===== src/rtl/traffic_phase_ctrl.sv =====
// traffic_phase_ctrl: phase sequencer for a two-way intersection (road A main,
// road B side), advanced by the 1 Hz tick clk_out.
//
// State table
//   state       | meaning
//   S_ALLRED_A  | clearance before road A green (A red, B red)
//   S_GREEN_A   | road A green, B red; pedestrian request may shorten it
//   S_YELLOW_A  | road A yellow, B red
//   S_ALLRED_B  | clearance before road B green (A red, B red)
//   S_GREEN_B   | road B green, A red, walk lamp on
//   S_YELLOW_B  | road B yellow, A red
//   S_FLASH     | override: both yellow / all off on alternate ticks
//
// Ports
//   clk_out    in   1 Hz tick, rising edge active
//   reset      in   asynchronous, active-low reset
//   flash      in   level, 1 = flashing-yellow override
//   ped_req_n  in   active-low pedestrian button, sampled on clk_out
//   light_a    out  road A {red,yellow,green}, one-hot (all 0 in flash-off)
//   light_b    out  road B {red,yellow,green}
//   ped_walk   out  walk lamp for pedestrians crossing road A
//   count      out  duration of the current phase (display load value)
//   load_n     out  active-low load strobe, low in the first cycle of a phase
//   remain     out  seconds left in the current phase, N..1
module traffic_phase_ctrl #(
  parameter int GREEN_A  = 20,
  parameter int GREEN_B  = 15,
  parameter int YELLOW_T = 3,
  parameter int ALLRED_T = 2,
  parameter int PED_CUT  = 5
) (
  input  logic       clk_out,
  input  logic       reset,
  input  logic       flash,
  input  logic       ped_req_n,
  output logic [2:0] light_a,
  output logic [2:0] light_b,
  output logic       ped_walk,
  output logic [6:0] count,
  output logic       load_n,
  output logic [6:0] remain
);

  typedef enum logic [2:0] {
    S_ALLRED_A, S_GREEN_A, S_YELLOW_A, S_ALLRED_B, S_GREEN_B, S_YELLOW_B, S_FLASH
  } state_t;

  // A zero duration would stall the phase, so it is promoted to one second.
  function automatic logic [6:0] dur(input int p);
    return (p <= 0) ? 7'd1 : 7'(p);
  endfunction

  localparam logic [6:0] D_GREEN_A = dur(GREEN_A);
  localparam logic [6:0] D_GREEN_B = dur(GREEN_B);
  localparam logic [6:0] D_YELLOW  = dur(YELLOW_T);
  localparam logic [6:0] D_ALLRED  = dur(ALLRED_T);
  localparam logic [6:0] D_PED_CUT = dur(PED_CUT);

  localparam logic [2:0] L_RED = 3'b100;
  localparam logic [2:0] L_YEL = 3'b010;
  localparam logic [2:0] L_GRN = 3'b001;
  localparam logic [2:0] L_OFF = 3'b000;

  function automatic logic [6:0] phase_dur(input state_t s);
    case (s)
      S_GREEN_A:  return D_GREEN_A;
      S_GREEN_B:  return D_GREEN_B;
      S_YELLOW_A,
      S_YELLOW_B: return D_YELLOW;
      S_FLASH:    return 7'd0;
      default:    return D_ALLRED;
    endcase
  endfunction

  state_t     state_q, state_d, next_phase;
  logic [6:0] remain_q, remain_d;
  logic [6:0] count_q, count_d;
  logic       load_n_q, load_n_d;
  logic       ped_q, ped_d, ped_eff;
  logic       fph_q, fph_d;
  logic [2:0] light_a_q, light_a_d;
  logic [2:0] light_b_q, light_b_d;
  logic       walk_q, walk_d;

  // A press on the current edge counts immediately, not one tick later.
  assign ped_eff = ped_q | ~ped_req_n;

  always_comb begin
    case (state_q)
      S_ALLRED_A: next_phase = S_GREEN_A;
      S_GREEN_A:  next_phase = S_YELLOW_A;
      S_YELLOW_A: next_phase = S_ALLRED_B;
      S_ALLRED_B: next_phase = S_GREEN_B;
      S_GREEN_B:  next_phase = S_YELLOW_B;
      default:    next_phase = S_ALLRED_A;
    endcase
  end

  always_comb begin
    state_d  = state_q;
    remain_d = remain_q;
    count_d  = count_q;
    load_n_d = 1'b1;
    fph_d    = fph_q;
    ped_d    = ped_eff;

    if (flash) begin
      state_d  = S_FLASH;
      fph_d    = (state_q == S_FLASH) ? ~fph_q : 1'b1;
      remain_d = 7'd0;
      count_d  = 7'd0;
      ped_d    = 1'b0;
    end else if (state_q == S_FLASH) begin
      state_d  = S_ALLRED_A;
      remain_d = D_ALLRED;
      count_d  = D_ALLRED;
      load_n_d = 1'b0;
      ped_d    = 1'b0;
    end else if (remain_q <= 7'd1) begin
      state_d  = next_phase;
      remain_d = phase_dur(next_phase);
      count_d  = phase_dur(next_phase);
      load_n_d = 1'b0;
      if (next_phase == S_GREEN_B) ped_d = 1'b0;
    end else if (state_q == S_GREEN_A && ped_eff && remain_q > D_PED_CUT) begin
      // Shortened green keeps the original count and issues no load strobe.
      remain_d = D_PED_CUT;
    end else begin
      remain_d = remain_q - 7'd1;
    end
  end

  // Lamps decode the next state so they change on the same edge as the state.
  always_comb begin
    light_a_d = L_RED;
    light_b_d = L_RED;
    walk_d    = 1'b0;
    case (state_d)
      S_GREEN_A:  light_a_d = L_GRN;
      S_YELLOW_A: light_a_d = L_YEL;
      S_GREEN_B: begin
        light_b_d = L_GRN;
        walk_d    = 1'b1;
      end
      S_YELLOW_B: light_b_d = L_YEL;
      S_FLASH: begin
        light_a_d = fph_d ? L_YEL : L_OFF;
        light_b_d = fph_d ? L_YEL : L_OFF;
      end
      default: ;
    endcase
  end

  always_ff @(posedge clk_out or negedge reset) begin
    if (!reset) begin
      state_q   <= S_ALLRED_A;
      remain_q  <= D_ALLRED;
      count_q   <= D_ALLRED;
      load_n_q  <= 1'b0;
      ped_q     <= 1'b0;
      fph_q     <= 1'b0;
      light_a_q <= L_RED;
      light_b_q <= L_RED;
      walk_q    <= 1'b0;
    end else begin
      state_q   <= state_d;
      remain_q  <= remain_d;
      count_q   <= count_d;
      load_n_q  <= load_n_d;
      ped_q     <= ped_d;
      fph_q     <= fph_d;
      light_a_q <= light_a_d;
      light_b_q <= light_b_d;
      walk_q    <= walk_d;
    end
  end

  assign light_a  = light_a_q;
  assign light_b  = light_b_q;
  assign ped_walk = walk_q;
  assign count    = count_q;
  assign load_n   = load_n_q;
  assign remain   = remain_q;

endmodule

===== config.mk =====
export PLATFORM = sky130hd
export DESIGN_NAME = traffic_phase_ctrl
export DESIGN_NICKNAME = d
export VERILOG_FILES = /design/src/rtl/traffic_phase_ctrl.sv
export SDC_FILE = /design/constraint.sdc
export NUM_CORES = 1
export LEC_CHECK = 0
export CAP_MARGIN = 25
export CORE_MARGIN = 2
export CORE_UTILIZATION = 39
export DETAILED_ROUTE_END_ITERATION = 8
export GPL_ROUTABILITY_DRIVEN = 0
export GPL_TIMING_DRIVEN = 0
export PLACE_DENSITY = 0.72
export SKIP_CTS_REPAIR_TIMING = 1
export SYNTH_ARGS = -nofsm -noshare
export SYNTH_HDL_FRONTEND = slang
export SYNTH_SLANG_ARGS = --single-unit

===== constraint.sdc =====
create_clock -name clk_out -period 2.5 [get_ports clk_out]
set_clock_uncertainty 0.05 [all_clocks]
set_input_delay 0.375 -clock clk_out [delete_from_list [all_inputs] [get_ports clk_out]]
set_output_delay 0.375 -clock clk_out [all_outputs]
set_load 0.02 [all_outputs]

---- After elaboration in Yosys (flattened, before gate mapping) ----
Cells that the tools add are included.
storage, ports and cells
  bits of input ports ..................... 4
  register bits after elaboration ......... 27
  output and inout port bits .............. 22
cells by class
  reductions and logical operators ........ 5
  equality and inequality tests ........... 15
  order comparisons ....................... 2
  add/subtract/negate cells ............... 1
  muxes and demuxes ....................... 25
  bitwise logic cells ..................... 3
operator list
  cell                 number
  $mux 7               7
  $eq 3x3->1 const B   8
  $pmux 5 s4           1
  $pmux 3 s3           2
  $pmux 3 s5           1
  $eq 3x2->1 const B   4
  $mux 1               10
  $eq 3x1->1 const B   3
  $mux 3               3
  $gt 7x3->1 const B   1
  $le 7x1->1 const B   1
  $sub 7x1->7 const B  1
  $logic_not 3->1      1
  $reduce_bool 3->1    1
  $logic_and 1x1->1    2
  $mux 2               1
  $not 1->1            2
  $reduce_or 2->1      1
  $or 1x1->1           1

---- Logic depth before layout (Yosys ltp) ----
Gate-level depths: netlist of run 1.
  word-level depth ........................ 8
  mapped depth ............................ 7
  mapped depth without buffers ............ 6

---- Least setup slack after synthesis of run 1 ----
OpenSTA, ideal clock, no wires.
  path kind ............................... reg-to-reg
  start point ............................. register remain_q[5], in the netlist remain[5]
  end point ............................... register remain_q[2], in the netlist remain[2]
  setup time .............................. 126 ps
  period minus slack after synthesis ...... 1908 ps
  required time ........................... 2324 ps
  stages on the path, launching flop included .. 6
  data arrival time ....................... 1732 ps
  path buffers ............................ 1
  setup slack ............................. 592 ps
  cells stage by stage .................... dfrtp_1 > or4_1 > buf_2 > o31ai_2 > a221oi_1 > o311a_1
between the ends
  cells in the longest elaborated chain, start to end .. 6
RTL lines
  what                      RTL line  text
  start: declaration        76        logic [6:0] remain_q, remain_d;
  start signal: assignment  167       remain_q <= remain_d;
  $gt 7x3->1                125       end else if (state_q == S_GREEN_A && ped_eff && remain_q > D_PED_CUT) begin
  $logic_and 1x1->1         125
  $mux 7                    125
  $mux 7 *                  119       end else if (remain_q <= 7'd1) begin
  $mux 7 *                  113       end else if (state_q == S_FLASH) begin
  $mux 7 *                  107       if (flash) begin
  via remain_d[2]           76
Mark *: on every way through the listed nets, which the timed path passes. The rest lies on a longest branch.
A chain may end at the register's enable or synchronous reset.

---- Worst setup path after layout of run 1 ----
  start point ............................. register remain_q[4], in the netlist remain[4]
  end point ............................... register count_q[0], in the netlist count[0]
between the ends
  cells in the longest elaborated chain, start to end .. 2
RTL lines
  what                                RTL line  text
  $le 7x1->1                          119
  $reduce_bool 3->1 (no source line)  --
  end signal: assignment              168       count_q <= count_d;
  end: declaration                    77        logic [6:0] count_q, count_d;
No other way between the ends.

==> reports/qor.json, run 1 <==
{
  "status": "complete, no violations",
  "dr.first_iter.drc_count": 72,
  "synth_largest_area_cell": "sky130_fd_sc_hd__dfrtp_1",
  "pwr_total_uw": 2200,
  "drive_gt1_share_pct": 10.8,
  "syn_to_final_growth_pct": 25.2,
  "path_buf_inv": 1,
  "cap_viol_max_count": 0,
  "power_leakage_uw": 0.000694,
  "io_buffer_count": 23,
  "grt_pass1_wl_um": 5130,
  "route.detailed.vias_per_inst": 5.62,
  "vdd_drop_max_uv": 500,
  "dr.pass1.iters": 4,
  "setup_viol_count_final": 0,
  "synth_async_sr_flop_share_pct": 100,
  "finish.net_count": 174,
  "fmaxAchievable_mhz": 428,
  "timing.final.hold_violations": 0,
  "clock_insertion_delay_worst_skew_ps": 330,
  "overflow": 0,
  "cpLargestDelayFamily": "simple AND/OR/NAND/NOR gates",
  "setup_tns_ps": 0,
  "filler_cell_count": 329,
  "antenna_found_initial": 0,
  "chipHeight_um": 62.3,
  "main_area_contributors_after_synthesis": "sky130_fd_sc_hd__dfrtp_1 40%, sky130_fd_sc_hd__dfstp_2 7.9%, sky130_fd_sc_hd__a21oi_1 4.5%",
  "die_area_um2": 3890,
  "worst_setup_hold_path_clk_slew_ps": 140,
  "criticalPathCategory": "flip-flop to flip-flop",
  "diodes": 0,
  "syn-mean-instance-area_um2": 9.62,
  "worst_ep_arrival_time_ps": 2500,
  "critical_path_top_delay_cell": "sky130_fd_sc_hd__nor4_1",
  "detailed_route_wl_um": 3060,
  "critPathCaptureType": "flip-flop",
  "critPathLaunchType": "flip-flop",
  "critPathMaxStageDelay_ps": 660,
  "start_util_pct": 40.1,
  "numCtsBuffers": 3,
  "ys_top_cells_by_count": "21 x sky130_fd_sc_hd__dfrtp_1, 12 x sky130_fd_sc_hd__a21oi_1, 11 x sky130_fd_sc_hd__nand2_1",
  "route.vias.total": 1198,
  "clock_path_buffers": 2,
  "holdCritPathClass": "input port to asynchronous set/reset pin",
  "cts_tree": "built",
  "synth_enable_flop_cells": 0,
  "post-dp-hpwl_um": 2280,
  "drc": 0,
  "h-tree-depth": 1,
  "antenna_left": 0,
  "cts_sinks": 25,
  "synth_most_common_cell": "sky130_fd_sc_hd__dfrtp_1",
  "synth_flop_cell": "sky130_fd_sc_hd__dfrtp_1",
  "power_density_nw_per_um2": 1330,
  "post_synth_num_cell_types": 44,
  "place_worst_setup_slack_ps": 260,
  "seq_area_frac_synth_pct": 47.5,
  "postSynthCellCount": 138,
  "drv_slew": 0,
  "max_slew.worst_pin.slew_ps": 713,
  "cp_max_fo": 10,
  "chipWidth_um": 62.3,
  "synthesis.yosys.warnings": 0,
  "layout_setup_ws_ps": 163,
  "pin_count": 26,
  "synthDominantCellAreaShare_pct": 39.6,
  "worst_ep_required_time_ps": 2660,
  "clock-root-buffer": "sky130_fd_sc_hd__clkbuf_4",
  "count_of_state_elements_after_synthesis": 25,
  "grt_use_total_pct": 16.3,
  "post_synth_instance_area_um2": 1330,
  "grt_pass1_vias": 1115,
  "post_drt_wl_per_cell_um": 14.4,
  "slew_margin_rel_pct": 52.0,
  "layout_min_cycle_time_ps": 2340,
  "grt_setup_unrepaired": "false",
  "std_cell_rows": 21,
  "floorplan.core_area_um2": 3310,
  "final.period_utilization_pct": 93.5,
  "cell_chain_critical_path": "nor4_1 -> nand3_1 -> clkbuf_1 -> o21ai_0 -> nor2_1",
  "grt_start_max_net_pins": 16
}
-- logic make-up (layout without fill, tap and decap cells) --
family,after synthesis,count (layout),share of synthesized area [%]
DFF,25,25,47.5
other,1,2,0.282
adders and majority gates,2,2,1.88
buffers and inverters,20,48,6.97
muxes,2,2,1.51
AOI/OAI and AO/OA,44,44,23.2
xor gates and xnor gates,5,5,3.30
and+or+nand+nor,39,39,15.4
-- path summary, 6_finish.rpt --
path                       startpoint  cells after the start          to  slack (ps)
setup / recovery            remain[4]                      5    count[0]         160
hold / removal                  reset                      1      load_n         330
setup reg to reg            remain[4]                      5    count[0]         160
hold reg to reg              count[2]                      1    count[2]         460
max in group asynchronous       reset                      2  light_a[2]        1530
min in group clk_out         count[2]                      1    count[2]         460
-- cell usage in the layout (no fill, tap or decap), drive strengths merged, types with 3 or more instances in the layout --
| cell type | instances |
|---|---|
| clkdlybuf4s50 | 23 |
| nor2 | 7 |
| buf | 6 |
| a21oi | 12 |
| o21ai | 5 |
| nand2 | 11 |
| inv | 9 |
| o21bai | 3 |
| dfrtp | 21 |
| nand2b | 3 |
| a31oi | 4 |
| o211ai | 4 |
| clkbuf | 8 |
| o32ai | 4 |
| nand3 | 6 |
| dfstp | 4 |
| xnor2 | 3 |
-- final cells by class --
cell class,instances,area [um^2],area share (%)
Sequential cell,25,631,38.0
Multi-Input combinational cell,94,608,36.6
Timing Repair Buffer,24,245,14.8
Tap cell,46,57.6,3.46
Buffer,10,55.1,3.31
Inverter,10,37.5,2.26
Clock buffer,3,22.5,1.36
Clock inverter,1,5.00,0.301
-- power breakdown --
part,switching (uW),internal (uW),leakage [uW]
Sequential,105,547,0.000314
Combinational,794,569,0.000363
Clock,127,60.1,0.0000177
Total,1030,1180,0.000694
-- worst register-to-register path, cell delays in order (launching register included) --
cell,delay [ps]
sky130_fd_sc_hd__dfrtp_1,490
sky130_fd_sc_hd__nor4_1,660
sky130_fd_sc_hd__nand3_1,250
sky130_fd_sc_hd__clkbuf_1,290
sky130_fd_sc_hd__o21ai_0,400
sky130_fd_sc_hd__nor2_1,90
-- metrics by stage --
step | hold slack (ps) | std cells | cell area, um^2 | util, %
floorplan | 29.4 | 139 | 1330 | -
global placement | 428 | 208 | 1620 | 48.9
detailed placement | 440 | 209 | 1630 | 49.4
CTS | 344 | 213 | 1660 | 50.2
global route | 332 | 213 | 1660 | 50.2
finish | 327 | 213 | 1660 | 50.2
-- state kept, by name (all words and copies together) (netlist names) --
| name | flops |
|---|---|
| remain | 7 |
| count | 5 |
| light_a | 3 |
| light_b | 3 |
| state_q | 3 |
| fph_q | 1 |
| load_n | 1 |
| ped_q | 1 |
| ped_walk | 1 |
-- layer usage --
| layer | track usage [%] | share of wire, % | wire length, um | up-vias |
|---|---|---|---|---|
| met5 | 0 | 0 | 0 | - |
| met4 | 3.33 | 0.69 | 21 | 0 |
| met3 | 2.36 | 6.7 | 206 | 2 |
| met2 | 29.2 | 49 | 1510 | 57 |
| met1 | 21.0 | 43 | 1320 | 586 |
| li1 | - | - | - | 553 |
Note: power is estimated with default switching activity, not from simulation.
==> run 2, diff against run 1 <==
--- a/config.mk
+++ b/config.mk
@@ -7,11 +7,12 @@
 export LEC_CHECK = 0
 export CAP_MARGIN = 25
 export CORE_MARGIN = 2
-export CORE_UTILIZATION = 39
+export CORE_UTILIZATION = 40
+export CTS_CLUSTER_DIAMETER = 200
 export DETAILED_ROUTE_END_ITERATION = 8
 export GPL_ROUTABILITY_DRIVEN = 0
 export GPL_TIMING_DRIVEN = 0
-export PLACE_DENSITY = 0.72
+export PLACE_DENSITY = 0.73
 export SKIP_CTS_REPAIR_TIMING = 1
 export SYNTH_ARGS = -nofsm -noshare
 export SYNTH_HDL_FRONTEND = slang
==> run 2 against run 1 <==
Cell area fell by 0.23%; non-clock buffer count did not move; core utilization grew 3.2 points; register-to-register slack better by 170 ps; setup slack gained 170 ps; global-route usage grew 1.0 points; critical path depth stayed put; sequential share of layout area up 0.086 points; cell count fell by 0.94%; maximum frequency rose by 8.0%; largest cell class unchanged.
==> reports/qor.json, run 2 (same netlist as run 1, synthesis figures left out) <==
{
  "cts_sinks": {"value": 25, "change": "unchanged"},
  "pin_count": {"value": 26, "change": "unchanged"},
  "diodes": {"value": 0, "change": "unchanged"},
  "syn_to_final_growth_pct": 24.9,
  "final.period_utilization": {"value": 86.6, "unit": "%", "change": "-6.9 points"},
  "power_density": {"value": 1310, "unit": "nW/um^2", "change": "-1.3%"},
  "dr.first_iter.drc_count": {"value": 44, "change": "-39%"},
  "setup_tns": {"value": 0, "unit": "ps", "change": "unchanged"},
  "drc": {"value": 0, "change": "unchanged"},
  "start_util": {"value": 42.8, "unit": "%", "change": "+2.7 points"},
  "grt_pass1_vias": {"value": 1054, "change": "-5.5%"},
  "route.vias.total": {"value": 1155, "change": "-3.6%"},
  "worst_setup_path_startpoint": "remain[4]",
  "cts_tree": "built",
  "worst_ep_required_time": {"value": 2650, "unit": "ps", "change": "about the same"},
  "drive_gt1_share": {"value": 10.2, "unit": "%", "change": "-0.60 points"},
  "postLayoutCoreUtil": {"value": 53.4, "unit": "%", "change": "+3.2 points"},
  "power_leakage": {"value": 0.000691, "unit": "uW", "change": "-0.39%"},
  "timing.reg2reg.setup_slack": {"value": 340, "unit": "ps", "change": "+170 ps"},
  "layout_min_cycle_time": {"value": 2160, "unit": "ps", "change": "-173 ps"},
  "filler_cell_count": {"value": 311, "change": "-5.5%"},
  "antenna_left": {"value": 0, "change": "unchanged"},
  "switching_fraction": {"value": 45.6, "unit": "%", "change": "-0.93 points"},
  "power.share.combinational": {"value": 62.1, "unit": "%", "change": "+0.2 points"},
  "grt_start_max_net_pins": {"value": 15, "change": "-1"},
  "worst_setup_hold_path_clk_slew": {"value": 130, "unit": "ps", "change": "about the same"},
  "route.detailed.vias_per_inst": {"value": 5.47, "change": "-2.7%"},
  "finish.net_count": {"value": 174, "change": "unchanged"},
  "worst_ep_arrival_time": {"value": 2310, "unit": "ps", "change": "-190 ps"},
  "grt_pass1_wl": {"value": 4860, "unit": "um", "change": "-5.2%"},
  "holdCritPathClass": "input port to asynchronous set/reset pin",
  "largest_register_ffs": {"value": 7, "change": "unchanged"},
  "post-dp-hpwl": {"value": 2260, "unit": "um", "change": "-0.51%"},
  "overflow": {"value": 0, "change": "unchanged"},
  "internal-power": {"value": 1180, "unit": "uW", "change": "+0.20%"},
  "criticalPathCategory": "flip-flop to flip-flop",
  "most_common_cell_after_layout_fill_and_taps_aside": "sky130_fd_sc_hd__clkdlybuf4s50_1",
  "std_cell_rows": {"value": 20, "change": "-4.8%"},
  "antenna_found_initial": {"value": 0, "change": "unchanged"},
  "cap_viol_max_count": {"value": 0, "change": "unchanged"},
  "floorplan.core_area": {"value": 3100, "unit": "um^2", "change": "-6.3%"},
  "clockPowerShare": {"value": 8.1, "unit": "%", "change": "-0.4 points"},
  "detailed_route_wl": {"value": 2980, "unit": "um", "change": "-2.7%"},
  "timing.final.hold_violations": {"value": 0, "change": "unchanged"},
  "power_switching": {"value": 990, "unit": "uW", "change": "-3.5%"},
  "fmaxAchievable": {"value": 462, "unit": "MHz", "change": "+8.0%"},
  "layout.cells.most_common_list": "23 x sky130_fd_sc_hd__clkdlybuf4s50_1, 21 x sky130_fd_sc_hd__dfrtp_1, 12 x sky130_fd_sc_hd__a21oi_1",
  "critPathCaptureType": "flip-flop",
  "critPathLaunchType": "flip-flop",
  "chipWidth": {"value": 61.6, "unit": "um", "change": "-1.2%"},
  "slew_margin_rel": {"value": 58.7, "unit": "%", "change": "+6.7 points"},
  "h-tree-depth": {"value": 1, "change": "unchanged"},
  "numCtsBuffers": {"value": 3, "change": "unchanged"},
  "clock_path_buffers": {"value": 2, "change": "unchanged"},
  "die_area": {"value": 3800, "unit": "um^2", "change": "-2.3%"},
  "critical_path.reg2reg.endpoint": "count[0]",
  "setup_viol_count_final": {"value": 0, "change": "unchanged"},
  "max_slew.worst_pin.slew": {"value": 617, "unit": "ps", "change": "-96.1 ps"},
  "status": "complete, no violations",
  "vdd_drop_max": {"value": 720, "unit": "uV", "change": "+44%"},
  "drv_slew": {"value": 0, "change": "unchanged"},
  "clock-root-buffer": "sky130_fd_sc_hd__clkbuf_4",
  "dr.pass1.iters": {"value": 4, "change": "unchanged"},
  "dpl.cell_count": {"value": 207, "change": "-0.96%"},
  "post_drt_wl_per_cell": {"value": 14.1, "unit": "um", "change": "-1.8%"},
  "grt_setup_unrepaired": "false",
  "cp_max_fo": {"value": 10, "change": "unchanged"},
  "share_seq_of_total_power": {"value": 29.8, "unit": "%", "change": "+0.2 points"},
  "grt_use_total": {"value": 17.3, "unit": "%", "change": "+1.0 points"},
  "io_buffer_count": {"value": 23, "change": "unchanged"},
  "rr_worst_depth": {"value": 5, "change": "unchanged"},
  "instances_no_fill": {"value": 211, "change": "-0.94%"},
  "r2r_start": "remain[4]",
  "clock_insertion_delay_worst_skew": {"value": 310, "unit": "ps", "change": "-20 ps"},
  "chipHeight": {"value": 61.6, "unit": "um", "change": "-1.2%"}
}
[run 2: how the worst max path moves through the flow]
stage | to | slack (ps)
after floorplan | remain[2] | 590
after global placement | count[0] | 340
after detailed placement | remain[4] | 410
after CTS | count[0] | 360
after global routing | count[0] | 190
final | count[0] | 340
[run 2: layout make-up]
| class | count | area (um^2) | area share (%) |
|---|---|---|---|
| Inverter | 10 | 37.5 | 2.26 |
| Multi-Input combinational cell | 94 | 608 | 36.7 |
| Sequential cell | 25 | 631 | 38.0 |
| Timing Repair Buffer | 24 | 245 | 14.8 |
| Buffer | 10 | 55.1 | 3.32 |
| Tap cell | 44 | 55.1 | 3.32 |
| Clock buffer | 4 | 26.3 | 1.58 |
[run 2: through the flow]
stage	total power [uW]	instance area, um^2	hold WS [ps]	setup WS, ps
finish	2170	1660	378	335
floorplan	1580	1330	29.4	592
CTS	2180	1660	401	364
global placement	1960	1620	433	344
global route	2340	1660	399	190
detailed placement	1990	1630	433	407
[run 2: metal layers]
| layer | global-route usage, % | wire length (um) | up-vias |
|---|---|---|---|
| met5 | 0 | 0 | - |
| met4 | 3.65 | 21 | 0 |
| met3 | 2.73 | 209 | 4 |
| met2 | 29.5 | 1480 | 51 |
| met1 | 23.3 | 1270 | 546 |
| li1 | - | - | 554 |
[run 2: critical path, cell delays in order, from the launching register on]
cell and delay, ps:
sky130_fd_sc_hd__dfrtp_1 470, sky130_fd_sc_hd__nor4_1 570, sky130_fd_sc_hd__nand3_1 210, sky130_fd_sc_hd__clkbuf_1 260, sky130_fd_sc_hd__o21ai_0 390, sky130_fd_sc_hd__nor2_1 90
[run 2: power by group through the flow]
stage          clock [uW]  sequential, uW  combinational, uW
2_1_floorplan           0             772                813
3_5_place_dp            0             655               1340
3_3_place_gp            0             647               1310
4_1_cts               182             648               1350
6_report              175             647               1350
5_1_grt               202             666               1470
==> run 3, diff against run 2 <==
--- a/config.mk
+++ b/config.mk
@@ -6,7 +6,7 @@
 export NUM_CORES = 1
 export LEC_CHECK = 0
 export CAP_MARGIN = 25
-export CORE_MARGIN = 2
+export CORE_MARGIN = 10
 export CORE_UTILIZATION = 40
 export CTS_CLUSTER_DIAMETER = 200
 export DETAILED_ROUTE_END_ITERATION = 8
==> run 3 against run 2 <==
Die area grew 59%; highest routed layer unchanged; non-clock buffer count did not move; cell count did not move; via count rose by 1.8%; maximum frequency down 1.4%; clock-buffer cell count did not move.
==> reports/qor.json, run 3 (same netlist as run 1, synthesis figures left out) <==
{
  "worst_setup_hold_path_clk_slew": {"value": 130, "unit": "ps", "change": "about the same"},
  "status": "complete, no violations",
  "rr_worst_depth": {"value": 7, "change": "+2"},
  "layout_min_cycle_time": {"value": 2200, "unit": "ps", "change": "+31.1 ps"},
  "chipHeight": {"value": 77.6, "unit": "um", "change": "+26%"},
  "post-dp-hpwl": {"value": 2550, "unit": "um", "change": "+13%"},
  "numCtsBuffers": {"value": 3, "change": "unchanged"},
  "fmaxAchievable": {"value": 455, "unit": "MHz", "change": "-1.4%"},
  "worst_ep_arrival_time": {"value": 2380, "unit": "ps", "change": "+70 ps"},
  "drc": {"value": 0, "change": "unchanged"},
  "route.vias.total": {"value": 1176, "change": "+1.8%"},
  "timing.final.hold_violations": {"value": 0, "change": "unchanged"},
  "vdd_drop_max": {"value": 666, "unit": "uV", "change": "-7.5%"},
  "grt_use_total": {"value": 11.0, "unit": "%", "change": "-6.3 points"},
  "antenna_found_initial": {"value": 0, "change": "unchanged"},
  "register_area": {"value": 631, "unit": "um^2", "change": "unchanged"},
  "instances_no_fill": {"value": 211, "change": "unchanged"},
  "floorplan.core_area": {"value": 3100, "unit": "um^2", "change": "unchanged"},
  "diodes": {"value": 0, "change": "unchanged"},
  "dr.first_iter.drc_count": {"value": 93, "change": "+110%"},
  "timing.reg2reg.setup_slack": {"value": 300, "unit": "ps", "change": "-30 ps"},
  "critPathCaptureType": "flip-flop",
  "max_slew.worst_pin.slew": {"value": 641, "unit": "ps", "change": "+24.0 ps"},
  "setup_tns": {"value": 0, "unit": "ps", "change": "unchanged"},
  "worst_setup_path_startpoint": "remain[1]",
  "layout.cells.most_common_list": "23 x sky130_fd_sc_hd__clkdlybuf4s50_1, 21 x sky130_fd_sc_hd__dfrtp_1, 12 x sky130_fd_sc_hd__a21oi_1",
  "die_area": {"value": 6020, "unit": "um^2", "change": "+59%"},
  "multi_input_area": {"value": 608, "unit": "um^2", "change": "unchanged"},
  "antenna_left": {"value": 0, "change": "unchanged"},
  "cap_viol_max_count": {"value": 0, "change": "unchanged"},
  "detailed_route_wl": {"value": 3310, "unit": "um", "change": "+11%"},
  "pin_count": {"value": 26, "change": "unchanged"},
  "dpl.cell_count": {"value": 207, "change": "unchanged"},
  "power_leakage": {"value": 0.000691, "unit": "uW", "change": "unchanged"},
  "post_drt_wl_per_cell": {"value": 15.7, "unit": "um", "change": "+11%"},
  "dr.pass1.iters": {"value": 4, "change": "unchanged"},
  "final.period_utilization": {"value": 87.8, "unit": "%", "change": "+1.2 points"},
  "holdCritPathClass": "input port to asynchronous set/reset pin",
  "finish.net_count": {"value": 174, "change": "unchanged"},
  "pwr_total": {"value": 2200, "unit": "uW", "change": "+1.4%"},
  "setup_viol_count_final": {"value": 0, "change": "unchanged"},
  "drv_slew": {"value": 0, "change": "unchanged"},
  "io_buffer_count": {"value": 23, "change": "unchanged"},
  "clock_path_buffers": {"value": 2, "change": "unchanged"},
  "route.detailed.vias_per_inst": {"value": 5.57, "change": "+1.8%"},
  "cts_sinks": {"value": 25, "change": "unchanged"},
  "filler_cell_count": {"value": 299, "change": "-3.9%"},
  "cp_max_fo": {"value": 10, "change": "unchanged"},
  "r2r_start": "remain[1]",
  "syn_to_final_growth": {"value": 24.9, "unit": "%", "change": "unchanged"},
  "grt_pass1_vias": {"value": 1132, "change": "+7.4%"},
  "std_cell_rows": {"value": 20, "change": "unchanged"},
  "overflow": {"value": 0, "change": "unchanged"},
  "drive_gt1_share": {"value": 10.2, "unit": "%", "change": "unchanged"},
  "start_util": {"value": 42.8, "unit": "%", "change": "unchanged"},
  "worst_setup_path_endpoint": "remain[4]",
  "slew_margin_rel": {"value": 57.1, "unit": "%", "change": "-1.6 points"},
  "worst_ep_required_time": {"value": 2680, "unit": "ps", "change": "+30 ps"},
  "largest_register_ffs": {"value": 7, "change": "unchanged"},
  "most_common_cell_after_layout_fill_and_taps_aside": "sky130_fd_sc_hd__clkdlybuf4s50_1",
  "cts_tree": "built",
  "chipWidth": {"value": 77.6, "unit": "um", "change": "+26%"},
  "grt_pass1_wl": {"value": 5620, "unit": "um", "change": "+15%"},
  "clock_insertion_delay_worst_skew": {"value": 320, "unit": "ps", "change": "about the same"},
  "critPathLaunchType": "flip-flop",
  "criticalPathCategory": "flip-flop to flip-flop",
  "power_density": {"value": 1330, "unit": "nW/um^2", "change": "+1.4%"},
  "clock-root-buffer": "sky130_fd_sc_hd__clkbuf_4",
  "grt_setup_unrepaired": "false",
  "critical_path.reg2reg.endpoint": "remain[4]",
  "grt_start_max_net_pins": {"value": 15, "change": "unchanged"},
  "h-tree-depth": {"value": 1, "change": "unchanged"}
}
run 3: through the flow:
| step | hold slack [ps] | util (%) | worst slack (ps) | instance area, um^2 |
|---|---|---|---|---|
| 3_5_place_dp | 438 | 52.6 | 338 | 1630 |
| 6_report | 381 | 53.4 | 304 | 1660 |
| 5_1_grt | 419 | 53.4 | 142 | 1660 |
| 4_1_cts | 403 | 53.4 | 333 | 1660 |
| 2_1_floorplan | 29.4 | - | 592 | 1330 |
| 3_3_place_gp | 433 | 52.1 | 342 | 1620 |
run 3: routing by layer:
layer / GRT usage, % / vias to the layer above / part of all wire, %
met5: 0 / - / 0
met4: 3.10 / 0 / 1.2
met3: 3.57 / 7 / 8.2
met2: 17.7 / 48 / 47
met1: 13.6 / 565 / 44
li1: - / 556 / -
run 3: worst min path at each step:
stage                   from          to  slack, ps  cells past startpoint
global placement    count[2]    count[2]        430                      1
finish                 reset  light_a[0]        380                      1
global route           reset  light_a[0]        420                      1
detailed placement  count[2]    count[2]        440                      1
CTS                    reset  light_a[0]        400                      1
floorplan              reset    count[0]         30                      0
run 3: worst max-delay path, cell delays in order (launching register included):
cell	delay, ps
sky130_fd_sc_hd__dfstp_2	590
sky130_fd_sc_hd__inv_1	70
sky130_fd_sc_hd__ha_1	200
sky130_fd_sc_hd__o21bai_1	220
sky130_fd_sc_hd__nand3_1	170
sky130_fd_sc_hd__clkbuf_1	370
sky130_fd_sc_hd__o211ai_1	260
sky130_fd_sc_hd__o32ai_1	180
run 3: area by class of cell:
cell class | count | area share (%)
well taps | 44 | 3.32
multi-input cells | 94 | 36.7
clock buffers | 4 | 1.58
inverters | 10 | 2.26
repair buffers | 24 | 14.8
flip-flops and latches | 25 | 38.0
plain buffers | 10 | 3.32
run 3: power breakdown:
group | internal (uW) | total (uW) | switching (uW)
clock | 62.4 | 179 | 116
combinational | 569 | 1370 | 801
sequential | 547 | 649 | 102
total | 1180 | 2200 | 1020
